## config.mk

```make
export PLATFORM = sky130hd
export DESIGN_NAME = config_frame_loader
export DESIGN_NICKNAME = d
export VERILOG_FILES = /design/src/rtl/config_frame_loader.sv
export SDC_FILE = /design/constraint.sdc
export NUM_CORES = 1
export LEC_CHECK = 0
export BUFFER_PORTS_ARGS = -buffer_cell sky130_fd_sc_hd__buf_4
export CAP_MARGIN = 20
export CORE_ASPECT_RATIO = 1.2
export CORE_MARGIN = 4
export CORE_UTILIZATION = 50
export DETAILED_ROUTE_END_ITERATION = 12
export PLACE_DENSITY = 0.91
export SKIP_CTS_REPAIR_TIMING = 1
export SYNTH_ARGS = -nofsm -noshare
export SYNTH_HDL_FRONTEND = slang
export SYNTH_SLANG_ARGS = --single-unit
export TNS_END_PERCENT = 20
```

## constraint.sdc

```tcl
create_clock -name CLK -period 3.5 [get_ports CLK]
set_clock_uncertainty 0.15 [all_clocks]
set_input_delay 0.175 -clock CLK [delete_from_list [all_inputs] [get_ports CLK]]
set_output_delay 0.175 -clock CLK [all_outputs]
set_load 0.1 [all_outputs]
```

## src/rtl/config_frame_loader.sv

```systemverilog
// config_frame_loader: waits for a sync word, then streams an address word and
// NUMBER_OF_ROWS data words into row write strobes followed by a frame commit pulse.
module config_frame_loader #(
    parameter int FRAME_BITS_PER_ROW = 32,
    parameter int NUMBER_OF_ROWS = 16,
    parameter int ROW_SELECT_WIDTH = 5,
    parameter logic [FRAME_BITS_PER_ROW-1:0] SYNC_WORD = 32'hFAB0_FAB1,
    parameter int DESYNC_FLAG = 20,
    parameter int FRAME_COUNT_WIDTH = 16
) (
    input  logic                          CLK,
    input  logic                          RST,
    input  logic [FRAME_BITS_PER_ROW-1:0] in_data,
    input  logic                          in_valid,
    output logic                          in_ready,
    output logic [FRAME_BITS_PER_ROW-1:0] ConfigWriteData,
    output logic                          ConfigWriteStrobe,
    output logic [ROW_SELECT_WIDTH-1:0]   RowSelect,
    output logic [FRAME_BITS_PER_ROW-1:0] FrameAddressRegister,
    output logic                          LongFrameStrobe,
    output logic                          Synced,
    output logic [FRAME_COUNT_WIDTH-1:0]  FrameCount
);
    typedef enum logic [1:0] {IDLE, ADDR, DATA, COMMIT} state_t;
    localparam logic [ROW_SELECT_WIDTH-1:0] LAST_ROW = ROW_SELECT_WIDTH'(NUMBER_OF_ROWS - 1);
    state_t r_state, w_next;
    logic [ROW_SELECT_WIDTH-1:0] r_row;
    logic w_acc, w_row_wr, w_addr_wr;
    assign in_ready  = r_state != COMMIT;
    assign Synced    = r_state != IDLE;
    assign w_acc     = in_valid && in_ready;
    assign w_row_wr  = w_acc && r_state == DATA;
    assign w_addr_wr = w_acc && r_state == ADDR && !in_data[DESYNC_FLAG];
    always_comb begin
        w_next = r_state;
        case (r_state)
            IDLE:    if (w_acc && in_data == SYNC_WORD) w_next = ADDR;
            ADDR:    if (w_acc) w_next = in_data[DESYNC_FLAG] ? IDLE : DATA;
            DATA:    if (w_acc && r_row == LAST_ROW) w_next = COMMIT;
            default: w_next = ADDR;
        endcase
    end
    // Commit pulse and frame count follow COMMIT by one cycle so they never overlap the last row strobe.
    always_ff @(posedge CLK or posedge RST)
        if (RST) begin
            r_state              <= IDLE;
            r_row                <= '0;
            ConfigWriteData      <= '0;
            ConfigWriteStrobe    <= 1'b0;
            RowSelect            <= '0;
            FrameAddressRegister <= '0;
            LongFrameStrobe      <= 1'b0;
            FrameCount           <= '0;
        end else begin
            r_state           <= w_next;
            ConfigWriteStrobe <= w_row_wr;
            RowSelect         <= w_row_wr ? r_row + 1'b1 : '0;
            LongFrameStrobe   <= r_state == COMMIT;
            if (w_addr_wr) begin
                FrameAddressRegister <= in_data;
                r_row                <= '0;
            end
            if (w_row_wr) begin
                ConfigWriteData <= in_data;
                r_row           <= r_row + 1'b1;
            end
            if (r_state == COMMIT) FrameCount <= FrameCount + 1'b1;
        end
endmodule

```

* Word level (Yosys, flattened, before mapping)
Index checks and enable logic that the tools add are counted.
** Cells by class
- Add/sub/neg operators :: 2
- Reduce and logical (&&, ||, !) cells :: 11
- Mux-type cells :: 8
- Equality and inequality tests :: 9
** Operators with widths (number)
- 32-bit == test, second input constant :: 1
- 16-bit by 1-bit adder with 16-bit output, second input constant :: 1
- 5-bit two-way mux :: 3
- 2-bit two-way mux :: 4
- 1-bit logical AND :: 6
- 2-bit != test, second input constant :: 3
- 2-bit one-hot mux with 3 select lines :: 1
- 5-bit by 1-bit adder with 5-bit output, second input constant :: 1
- 5-bit by 4-bit == test with 1-bit output, second input constant :: 1
- 2-bit == test, second input constant :: 2
- 2-bit nonzero test :: 2
- 3-bit AND reduction :: 1
- 2-bit by 1-bit == test with 1-bit output, second input constant :: 1
- 2-bit logical NOT :: 1
- 2-bit by 1-bit != test with 1-bit output, second input constant :: 1
- 1-bit logical NOT :: 1
** Storage, ports and cells
- Logic and storage cells :: 38
- Register bits after elaboration :: 94
- Input bits :: 35
- Output and inout bits :: 89

* Longest topological paths before layout
Gate-level depths: netlist of the first run.
- Depth after elaboration :: 6
- Depth in mapped cells :: 8

* Least setup slack after synthesis of the first run
OpenSTA, ideal clock, no wires.
- Kind :: register -> register
- From :: register r_state[0]
- To :: register FrameAddressRegister[10]
- Library setup time :: 0.125 ns
- Data arrival time :: 1.972 ns
- Setup slack :: 1.253 ns
- Cell stages (with the launch flop) :: 8
- Clock period less this slack :: 2.247 ns
- Cells stage by stage :: dfrtp_1 > ha_1 > clkbuf_1 > nor2b_1 > and2_1 > clkbuf_1 > buf_2 > mux2_2
** On the way
- Word-level cells in the longest chain between the ends :: 4
** RTL lines
- start, declared :: line 26 : state_t r_state, w_next;
- start signal, assigned :: line 55 : r_state <= w_next;
- 2-bit != test :: line 29 : assign in_ready = r_state != COMMIT;
- 1-bit logical AND :: line 31 : assign w_acc = in_valid && in_ready;
- 1-bit logical AND (*) (2 in a row) :: line 33 : assign w_addr_wr = w_acc && r_state == ADDR && !in_data[DESYNC_FLAG];
- end signal, assigned :: line 60 : FrameAddressRegister <= in_data;
- end, declared :: line 19 : output logic [FRAME_BITS_PER_ROW-1:0] FrameAddressRegister,
Mark *: on every way between the ends. The rest lies on a longest branch, timed or not.
A chain may end at the register's enable or synchronous reset.

* Worst setup path after layout of the first run
- From :: register r_state[0]
- To :: register r_row[3]
** On the way
- Word-level cells in the longest chain between the ends :: 5
** RTL lines
- 2-bit != test :: line 29
- 1-bit logical AND :: line 31
- 1-bit logical AND (2 in a row) :: line 33
- 2-bit nonzero test (no line)
- end signal, assigned :: line 65 : r_row <= r_row + 1'b1;
- end, declared :: line 27 : logic [ROW_SELECT_WIDTH-1:0] r_row;
Several ways; a longest one is shown, not always the timed one.

==> results of run 1 <==
final cells by class:
type                            instances  share of cell area [%]
Inverter                               10                  0.7449
Timing Repair Buffer                  161                   24.02
Sequential cell                        94                   43.76
Clock inverter                          5                   1.560
Multi-Input combinational cell        216                   25.26
Clock buffer                           10                   2.561
Tap cell                               90                   2.095
path summary, 6_finish.rpt:
| path | end | slack, ps |
|---|---|---|
| worst max-delay path | r_row[3] | 930 |
| worst min-delay path | FrameAddressRegister[13] | 190 |
| worst max register to register | r_row[3] | 930 |
| worst min register to register | ConfigWriteData[11] | 330 |
| max in group asynchronous | FrameAddressRegister[19] | 2160 |
| min in group CLK | RowSelect[1] | 250 |
placed cells by master, fill, tap and decap left out, types with 2 or more instances in the layout:
| cell | n |
|---|---|
| nor2_1 | 12 |
| dlygate4sd3_1 | 33 |
| clkinvlp_4 | 2 |
| inv_1 | 8 |
| xor2_1 | 3 |
| nand4_1 | 6 |
| nor4bb_1 | 2 |
| nand2_1 | 105 |
| mux2_2 | 29 |
| a21o_1 | 3 |
| mux2i_1 | 2 |
| nand3_1 | 7 |
| xnor2_1 | 14 |
| bufinv_16 | 2 |
| o21ai_0 | 4 |
| buf_4 | 128 |
| clkbuf_8 | 10 |
| dfrtp_1 | 94 |
| nor2b_1 | 4 |
| mux2_1 | 3 |
| and3_1 | 4 |
| ha_1 | 8 |
| and4_1 | 2 |
worst reg2reg max path: cells and delay by family, from the launching register on:
family,cells,cell delay [ps]
AND/OR/NAND/NOR,3,750
buffers and inverters,1,480
flip-flops,1,430
adder cells (fa/ha/maj),1,330
AO/OA/AOI/OAI,2,300
cell families (layout without fill, tap and decap cells):
group | count (synthesis) | count (layout)
AND/OR/NAND/NOR | 147 | 147
adder cells (fa/ha/maj) | 8 | 8
AO/OA/AOI/OAI | 10 | 10
XOR/XNOR | 17 | 17
flip-flops | 94 | 94
multiplexers | 34 | 34
buffers and inverters | 22 | 186
flip-flops by register name, summed over array words and instances, names as in the netlist:
| signal | flops |
|---|---|
| ConfigWriteData | 32 |
| r_state | 2 |
| LongFrameStrobe | 1 |
| FrameCount | 16 |
| r_row | 5 |
| ConfigWriteStrobe | 1 |
| RowSelect | 5 |
| FrameAddressRegister | 32 |
routing by layer:
metal | global-route usage (%) | up-vias | wire length [um]
li1 | - | 1397 | -
met1 | 24.61 | 1497 | 3796
met2 | 35.09 | 95 | 5215
met3 | 4.992 | 18 | 592
met4 | 7.556 | 0 | 165
met5 | 0 | - | 0
metrics by stage:
stage | worst slack, ps | cell area, sq um | instances | utilization [%] | hold WS, ps
after detailed placement | 982.7 | 4823 | 538 | 65.92 | 14.38
after global placement | 1128 | 4823 | 538 | 65.92 | 3.466
after CTS | 954.9 | 5045 | 553 | 68.95 | -376.1
after global routing | 653.4 | 5375 | 586 | 73.46 | 201.0
after floorplan | 726.3 | 3796 | 332 | - | 130.4
final | 929.9 | 5375 | 586 | 73.46 | 187.8
cell usage after synthesis (all sizes together), types with 3 or more instances:
master,instances,share of area [%]
inv,10,0.99
a21o,3,0.59
o21ai,4,0.53
ha,8,2.6
buf,3,0.40
xnor2,14,3.2
nor2,12,1.2
nand3,7,0.92
and3,4,0.66
nand4,6,0.99
clkbuf,9,0.89
nand2,105,10
dfrtp,94,62
mux2,32,9.5
xor2,3,0.69
nor2b,4,0.66
==> results.json, run 1 <==
{
  "die_h_um": 103.5,
  "ys_seq_elements": 94,
  "max_stage_delay_ps": 480,
  "syn_area_sq_mm": 0.003796,
  "cts_tree": "built",
  "grt_max_degree": 42,
  "syn_inst": 332,
  "slowest_stage": "inv_2",
  "gr-total-overflow": 0,
  "drt_pre_antenna_iters": 4,
  "hpwl_um": 6643,
  "core_area_sq_mm": 0.007317,
  "cts_buffers": 9,
  "setup_tns_ps": 0,
  "postRouteAntennaNets": 0,
  "synth.area.mux_share_pct": 10.02,
  "cp.arrival_ps": 2630,
  "end_kind": "flop",
  "seq_area_frac_synth_pct": 61.96,
  "max_freq_mhz": 389.1,
  "async_flop_share_pct": 100.0,
  "antenna_found_initial": 0,
  "rsz0062_at_grt": "false",
  "fin_nets": 535,
  "avgSynthCellArea_sq_um": 11.43,
  "holdCritPathClass": "in -> async",
  "synth.distinct_cells": 29,
  "grt_pass1_wl_um": 14130,
  "cts_sinks": 94,
  "cp_max_fo": 35,
  "h-tree-depth": 3,
  "worst_r2r_startpoint": "r_state[0]",
  "outcome": "finished, final reports clean",
  "reg2reg_depth": 7,
  "area_growth_pct": 41.60,
  "die_x_um": 87.54,
  "multi_input_area_sq_mm": 0.001358,
  "grt_pass1_vias": 2901,
  "hold_viol_final": 0,
  "report.final.slew_viol_count": 0,
  "max_slew.worst_pin.slew_ps": 613.6,
  "maxSlewHeadroom_pct": 59.04,
  "worst-setup-path-type": "reg -> reg",
  "synth-simple-area-share_pct": 17.04,
  "post_route_cells_drive_above_1_share_pct": 35.69,
  "setup_viol": 0,
  "cp.depth": 7,
  "cts_max_path_buffers": 2,
  "num-fill-cells": 478,
  "finalCritPeriodShare_pct": 73.43,
  "crit_path_start": "r_state[0]",
  "drc": 0,
  "crit_buf_inv": 1,
  "route.vias.total": 3007,
  "wl_per_cell_um": 16.67,
  "synthAdderAreaFrac_pct": 2.637,
  "start_util_pct": 51.88,
  "crit_chain": "ha_1 -> nor2b_1 -> nand2_1 -> inv_2 -> nor2_1 -> o21ai_0 -> o31ai_1",
  "placementRows": 34,
  "cp.required_ps": 3560,
  "synth_compound_area_share_pct": 2.142,
  "synthXorXnorAreaFrac_pct": 3.922,
  "antenna_cells": 0,
  "insertion_delay_ps": 350,
  "dieArea_sq_mm": 0.009056,
  "drt-initial-drc-count": 147,
  "drv_cap": 0,
  "synth-edff-count": 0,
  "yosysWarningCount": 0,
  "grt_use_total_pct": 20.30,
  "finalCriticalPeriod_ps": 2570,
  "wl_um": 9769,
  "top_level_ports": 124,
  "syn-num-nets": 375,
  "synth-main-ff-cell": "dfrtp_1",
  "regArea_sq_mm": 0.002352,
  "crit_family": "simple AND/OR/NAND/NOR gates",
  "port_buffers": 123,
  "viasPerCell": 5.131,
  "start_kind": "flop",
  "cts.reportedPaths.clkPinSlew_ps": 100,
  "synth_top_family_by_area": "simple AND/OR/NAND/NOR gates",
  "ctsRootBufferMaster": "clkbuf_8",
  "gp_congestion": 0.8716
}
Power of run 1 is not shown: default switching activity piles up to over one toggle a cycle in this logic, so the estimate is an artifact.
==> run 2, diff against run 1 <==
CORE_UTILIZATION = 45   (was 50)
PLACE_DENSITY = 0.87   (was 0.91)
clock period = 2.1 ns   (was 3.5 ns; I/O delays follow)
==> results.json, run 2 (same netlist as run 1, synthesis figures left out) <==
{
  "outcome": "finished, final reports clean",
  "cp_max_fo": 3,
  "start_kind": "input port",
  "drc": 0,
  "placed_cell_area_sq_mm": 0.004937,
  "rsz0062_at_grt": "false",
  "core_area_sq_mm": 0.008153,
  "slowest_stage": "dlygate4sd3_1",
  "crit_chain": "dlygate4sd3_1 -> buf_4 -> or4b_4 -> o41ai_2 -> o221ai_2 -> mux2i_1",
  "grt_max_degree": 38,
  "report.final.slew_viol_count": 0,
  "top_level_ports": 124,
  "drv_cap": 0,
  "dieArea_sq_mm": 0.009976,
  "end_kind": "flop",
  "grt_pass1_vias": 3013,
  "final_cell_mix": "buf_4, nand2_1, dfrtp_1",
  "layout.cells.non_filler": 617,
  "antenna_cells": 0,
  "cts_sinks": 94,
  "gp_congestion": 0.8081,
  "setup_viol": 0,
  "finalCritPeriodShare_pct": 94.27,
  "max_slew.worst_pin.slew_ps": 644.1,
  "cts_tree": "built",
  "h-tree-depth": 3,
  "start_util_pct": 46.56,
  "drt-initial-drc-count": 134,
  "grt_pass1_wl_um": 14690,
  "cts.reportedPaths.clkPinSlew_ps": 90,
  "antenna_found_initial": 0,
  "utilization_pct": 67.14,
  "insertion_delay_ps": 350,
  "finalCriticalPeriod_ps": 1980,
  "ctsRootBufferMaster": "clkbuf_8",
  "max_freq_mhz": 505.1,
  "route.vias.total": 3010,
  "max_stage_delay_ps": 540,
  "min_path_cells": 6,
  "reg2reg_depth": 8,
  "placementRows": 36,
  "worst-setup-path-type": "in -> reg",
  "dp_cells": 568,
  "cts_max_path_buffers": 2,
  "final_common_cell": "buf_4",
  "crit_family": "buffers and inverters",
  "finalInstanceArea_sq_mm": 0.005474,
  "viasPerCell": 4.878,
  "cp.depth": 6,
  "holdCritPathClass": "in -> reg",
  "area_growth_pct": 44.20,
  "drt_pre_antenna_iters": 4,
  "crit_buf_inv": 2,
  "grt_use_total_pct": 18.90,
  "postRouteAntennaNets": 0,
  "maxSlewHeadroom_pct": 56.97,
  "largestRegisters": "ConfigWriteData (32), FrameAddressRegister (32), FrameCount (16)",
  "post_route_cells_drive_above_1_share_pct": 36.98,
  "gr-total-overflow": 0,
  "hpwl_um": 6945,
  "wl_um": 9618,
  "die_x_um": 91.85,
  "hold_viol_final": 0,
  "wl_per_cell_um": 15.59,
  "setup_tns_ps": 0,
  "port_buffers": 123,
  "cp.arrival_ps": 2100,
  "fin_nets": 541,
  "cp.required_ps": 2220,
  "die_h_um": 108.6,
  "cts_buffers": 9
}
## run 2: per-layer routing
layer,up-vias,GRT usage [%],wire length (um)
met4,0,7.537,137
met5,-,0,0
met2,77,33.61,5105
met1,1509,21.53,3825
li1,1411,-,-
met3,13,5.383,550
## run 2: worst reg2reg max path: cells and delay by family (launching register included)
kind,cells,cell delay (ps)
fa+ha+maj,1,190
flops,1,420
compound gates,2,270
simple gates,3,500
buf+inv,2,300
## run 2: cell type report
class,count,area (sq um)
clock buffers,9,123.9
clock inverters,7,73.82
fillers,606,2679
inverters,10,41.29
multi-input cells,216,1363
flip-flops and latches,94,2352
well taps,114,142.6
repair buffers,167,1378
## run 2: worst paths after layout
kind | from | to | slack [ps]
hold reg to reg | ConfigWriteData[27] | ConfigWriteData[27] | 330
setup / recovery | in_data[22] | r_state[1] | 120
hold / removal | in_data[6] | r_state[0] | 160
setup reg to reg | r_state[1] | r_row[3] | 140
min in group asynchronous | RST | FrameCount[4] | 240
max in group asynchronous | RST | r_row[3] | 970
## run 2: stage by stage
stage	setup WS [ps]	hold slack, ps
6_report	120.3	164.2
5_1_grt	2.377	206.6
4_1_cts	111.9	-310.7
3_5_place_dp	141.2	88.01
3_3_place_gp	215.2	77.04
2_1_floorplan	-147.1	60.44
Power of run 2 is left out for the same reason.
